**config.mk**
```make
export PLATFORM = sky130hd
export DESIGN_NAME = nic_pe_port
export DESIGN_NICKNAME = d
export VERILOG_FILES = /design/src/rtl/nic_pe_port.sv
export SDC_FILE = /design/constraint.sdc
export NUM_CORES = 1
export LEC_CHECK = 0
export ABC_AREA = 1
export ABC_CLOCK_PERIOD_IN_PS = 1800
export CORE_MARGIN = 4
export CORE_UTILIZATION = 30
export DETAILED_ROUTE_END_ITERATION = 10
export GPL_TIMING_DRIVEN = 1
export PLACE_DENSITY = 0.62
export SLEW_MARGIN = 20
export SYNTH_ARGS = -nofsm -noshare
export SYNTH_HDL_FRONTEND = slang
export SYNTH_SLANG_ARGS = --single-unit
```
**constraint.sdc**
```tcl
create_clock -name clk -period 1.8 [get_ports clk]
set_input_delay 0.45 -clock clk [delete_from_list [all_inputs] [get_ports clk]]
set_output_delay 0.45 -clock clk [all_outputs]
set_load 0.05 [all_outputs]
```
**src/rtl/nic_pe_port.sv**
```systemverilog
// Network interface between a processing element and one mesh router PE port.
// Single-entry tx and rx buffers behind a 4-register memory-mapped processor interface.
module nic_pe_port #(
    parameter int DATA_WIDTH = 64
) (
    input  logic                  clk,
    input  logic                  reset,
    input  logic [1:0]            addr,
    input  logic [DATA_WIDTH-1:0] d_in,
    output logic [DATA_WIDTH-1:0] d_out,
    input  logic                  nicEn,
    input  logic                  nicWrEn,
    input  logic                  polarity,
    output logic                  pesi,
    output logic [DATA_WIDTH-1:0] pedi,
    input  logic                  peri,
    input  logic                  peso,
    input  logic [DATA_WIDTH-1:0] pedo,
    output logic                  pero
);

    localparam logic [1:0] ADDR_RX_BUF  = 2'b00;
    localparam logic [1:0] ADDR_RX_STAT = 2'b01;
    localparam logic [1:0] ADDR_TX_BUF  = 2'b10;
    localparam logic [1:0] ADDR_TX_STAT = 2'b11;

    logic [DATA_WIDTH-1:0] tx_buf_q, tx_buf_d;
    logic                  tx_full_q, tx_full_d;
    logic [DATA_WIDTH-1:0] rx_buf_q, rx_buf_d;
    logic                  rx_full_q, rx_full_d;
    logic                  pesi_q, pesi_d;
    logic [DATA_WIDTH-1:0] pedi_q, pedi_d;

    logic tx_write;
    logic tx_launch;
    logic rx_read;
    logic rx_accept;

    // A flit may only be launched in the phase opposite its vc, so it is
    // presented to the router in the cycle where polarity matches the vc.
    assign tx_write  = nicEn & nicWrEn & (addr == ADDR_TX_BUF) & ~tx_full_q;
    assign tx_launch = tx_full_q & peri & (polarity != tx_buf_q[DATA_WIDTH-1]);
    assign rx_read   = nicEn & ~nicWrEn & (addr == ADDR_RX_BUF);
    assign rx_accept = peso & ~rx_full_q;

    always_comb begin
        tx_buf_d  = tx_buf_q;
        tx_full_d = tx_full_q;
        pesi_d    = tx_launch;
        pedi_d    = pedi_q;
        if (tx_launch) begin
            pedi_d    = tx_buf_q;
            tx_full_d = 1'b0;
        end
        if (tx_write) begin
            tx_buf_d  = d_in;
            tx_full_d = 1'b1;
        end
    end

    // Arrival and read-clear are mutually exclusive: arrival needs rx_full=0.
    always_comb begin
        rx_buf_d  = rx_buf_q;
        rx_full_d = rx_full_q;
        if (rx_accept) begin
            rx_buf_d  = pedo;
            rx_full_d = 1'b1;
        end else if (rx_read) begin
            rx_full_d = 1'b0;
        end
    end

    always_ff @(posedge clk or negedge reset) begin
        if (!reset) begin
            tx_buf_q  <= '0;
            tx_full_q <= 1'b0;
            rx_buf_q  <= '0;
            rx_full_q <= 1'b0;
            pesi_q    <= 1'b0;
            pedi_q    <= '0;
        end else begin
            tx_buf_q  <= tx_buf_d;
            tx_full_q <= tx_full_d;
            rx_buf_q  <= rx_buf_d;
            rx_full_q <= rx_full_d;
            pesi_q    <= pesi_d;
            pedi_q    <= pedi_d;
        end
    end

    always_comb begin
        d_out = '0;
        if (nicEn && !nicWrEn) begin
            case (addr)
                ADDR_RX_BUF:  d_out = rx_buf_q;
                ADDR_RX_STAT: d_out = {{(DATA_WIDTH-1){1'b0}}, rx_full_q};
                ADDR_TX_STAT: d_out = {{(DATA_WIDTH-1){1'b0}}, tx_full_q};
                default:      d_out = '0;
            endcase
        end
    end

    assign pesi = pesi_q;
    assign pedi = pedi_q;
    assign pero = ~rx_full_q;

endmodule
```
==> out/results.tsv <==
metric	value	unit
grt_pass1_vias	7242	
timing.final.crit_share	103	%
setup_total_negative_slack	-1.87	ns
wirelength	26600	um
cts_tree	done	
setup_ws	-0.0503	ns
overflow	0	
drv_cap	0	
drcViolationCount	0	
slowest_stage	buf_6	
seq_area	0.00488	mm2
path_max_fanout	7	
ys_warn_count	0	
clk_pin_slew	0.07	ns
rsz0062_at_grt	true	
crit_type	in -> out	
crit_path_start_kind	input pin	
grt_use_total	17.5	%
maxSlewHeadroom	71.4	%
hold_class	reg -> reg	
clock_sinks	195	
p_comb_share	42.6	%
io_pins	267	
status	finished, violations left	
port_buffers	266	
max_stage_delay	0.16	ns
crit_required	1.35	ns
clock_path_buffers	2	
internal_power	10.8	mW
ys_seq_area_share	60.1	%
ir_worst_vdd	0.723	mV
violations	setup timing	
hpwlAfterDp	18900	um
num_rows	59	
power_density	1420	mW/mm2
crit_chain	buf_8 > inv_4 > nand2_4 > nor2_4 > buf_8 > inv_12 > buf_6 > nor2_4 > buf_12	
clock_skew	0.00824	ns
power.leakage	6.56	nW
drive_gt1_share	24.9	%
fp.dieW	173	um
yosys_register_bits	195	
worstPathArrival	1.40	ns
htree_levels	4	
routed_via_density	4.57	
final_common_cell	nand2_1	
synth_area_per_cell	8.73	um2
layout_common_cells	nand2_1, dfrtp_1, clkdlybuf4s50_1	
root_buffer	clkbuf_16	
end_kind	primary output	
p_seq_share	37.9	%
finish.utilization	50.5	%
routedWlPerCell	17.0	um
multiInputGateArea	0.00306	mm2
nNetsFinal	1353	
initial_core_util	30.8	%
worst_skew_pair.late_latency	0.42	ns
grt_start_max_net_pins	47	
p_sw	8.16	mW
p_clk_share	19.5	%
period_minus_slack	1.85	ns
switching_share	43.1	%
syn_nets	1067	
syn_area	0.00812	mm2
tightest_slew	0.429	ns
gp_congestion	0.792	
drt_iter0_drc	450	
hold_violations	0	
antenna_found_initial	1	
core	0.0264	mm2
nFillCells	2388	
synthCells	930	
cts-buffers-inserted	17	
ys_types	16	
setup_viol	63	
fmax	540	MHz
drt-pass1-iter-count	5	
drv_slew	0	
final_antenna_net_count	0	
grt_first_pass_wirelength	41600	um
dieHeight	173	um
dieArea	0.0298	mm2
vias	7146	
syn_to_final_growth	63.7	%
==> area by class of cell <==
type	instances	area share [%]
timing repair inverter	1	0.0847
antenna	1	0.0188
multi-input combinational	602	23.0
clock buffer	18	3.23
timing repair buffer	325	30.5
tap	335	3.15
sequential	195	36.7
clock inverter	14	1.08
inverter	74	2.24
==> path summary, 6_finish.rpt <==
| check | depth (start not counted) | slack (ns) | end | start |
|---|---|---|---|---|
| min in group asynchronous | 2 | 0.52 | rx_buf_q[26] | reset |
| hold reg to reg | 2 | 0.47 | pedi[31] | pedi[31] |
| setup / recovery | 9 | -0.05 | d_out[27] | addr[0] |
| setup reg to reg | 7 | 0.48 | pedi[39] | tx_full_q |
| max in group asynchronous | 3 | 0.74 | tx_buf_q[39] | reset |
| hold / removal | 2 | 0.47 | pedi[31] | pedi[31] |
==> per-stage QoR <==
| stage | hold slack, ns | setup slack [ns] | cells | cell area (um2) | power [mW] |
|---|---|---|---|---|---|
| final | 0.473 | -0.0503 | 1565 | 13300 | 18.9 |
| after global routing | 0.493 | -0.0953 | 1565 | 13300 | 20.2 |
| after CTS | 0.478 | -0.0698 | 1558 | 13100 | 19.1 |
| after detailed placement | 0.420 | -0.519 | 1513 | 12300 | 15.3 |
| after global placement | 0.424 | -0.550 | 1513 | 12300 | 15.2 |
| after floorplan | 0.154 | -0.132 | 930 | 8570 | 12.4 |
==> routing by layer <==
| layer | share of wire [%] | global-route usage, % | vias up |
|---|---|---|---|
| met3 | 3.6 | 3.06 | 36 |
| li1 | - | - | 3463 |
| met2 | 54 | 31.6 | 170 |
| met4 | 2.5 | 5.62 | 0 |
| met1 | 40 | 21.5 | 3477 |
| met5 | 0 | 0 | - |
==> logic make-up (layout without fill, tap and decap cells) <==
kind of cell    Yosys count  after routing  share of synthesized area, %
simple gates            538            538                          27.2
buf+inv                 133            432                          8.73
compound gates           64             64                          3.94
flops                   195            195                          60.1
other cells               0              1                             0
==> cell usage after synthesis (all sizes together) <==
cell    count  area share [%]
clkbuf      4            0.68
o21ai       1           0.062
nand3     133             8.4
a21oi      63             3.9
dfrtp     195              60
inv        74             3.4
nor2      135             6.3
buf        55             4.6
nand2     270              13
==> flip-flops by register name, indices dropped and copies added, names as in the netlist <==
register,flops
rx_full_q,1
tx_buf_q,64
tx_full_q,1
pedi,64
rx_buf_q,64
pesi,1
==> repair_timing <==
action                                 in CTS  in global routing
resized for setup                          46                 13
hold buffers                                1                  0
setup buffers                               7                  2
pin swaps                                   8                 10
endpoints found under the hold margin      31                  0
setup endpoints to repair                  64                125
cloned                                      5                  5
==> power by group through the flow <==
stage | Combinational, mW | Clock [mW] | Sequential [mW]
2_1_floorplan | 3.40 | 0 | 8.97
3_3_place_gp | 7.95 | 0 | 7.20
3_5_place_dp | 8.05 | 0 | 7.25
4_1_cts | 8.13 | 3.83 | 7.18
5_1_grt | 8.78 | 4.01 | 7.38
6_report | 8.05 | 3.69 | 7.18
==> worst max-delay path: cells and delay by family <==
| kind | cells | cell delay, ns |
|---|---|---|
| buffers and inverters | 6 | 0.66 |
| AND/OR/NAND/NOR | 3 | 0.27 |
(Power assumes the default switching activity.)
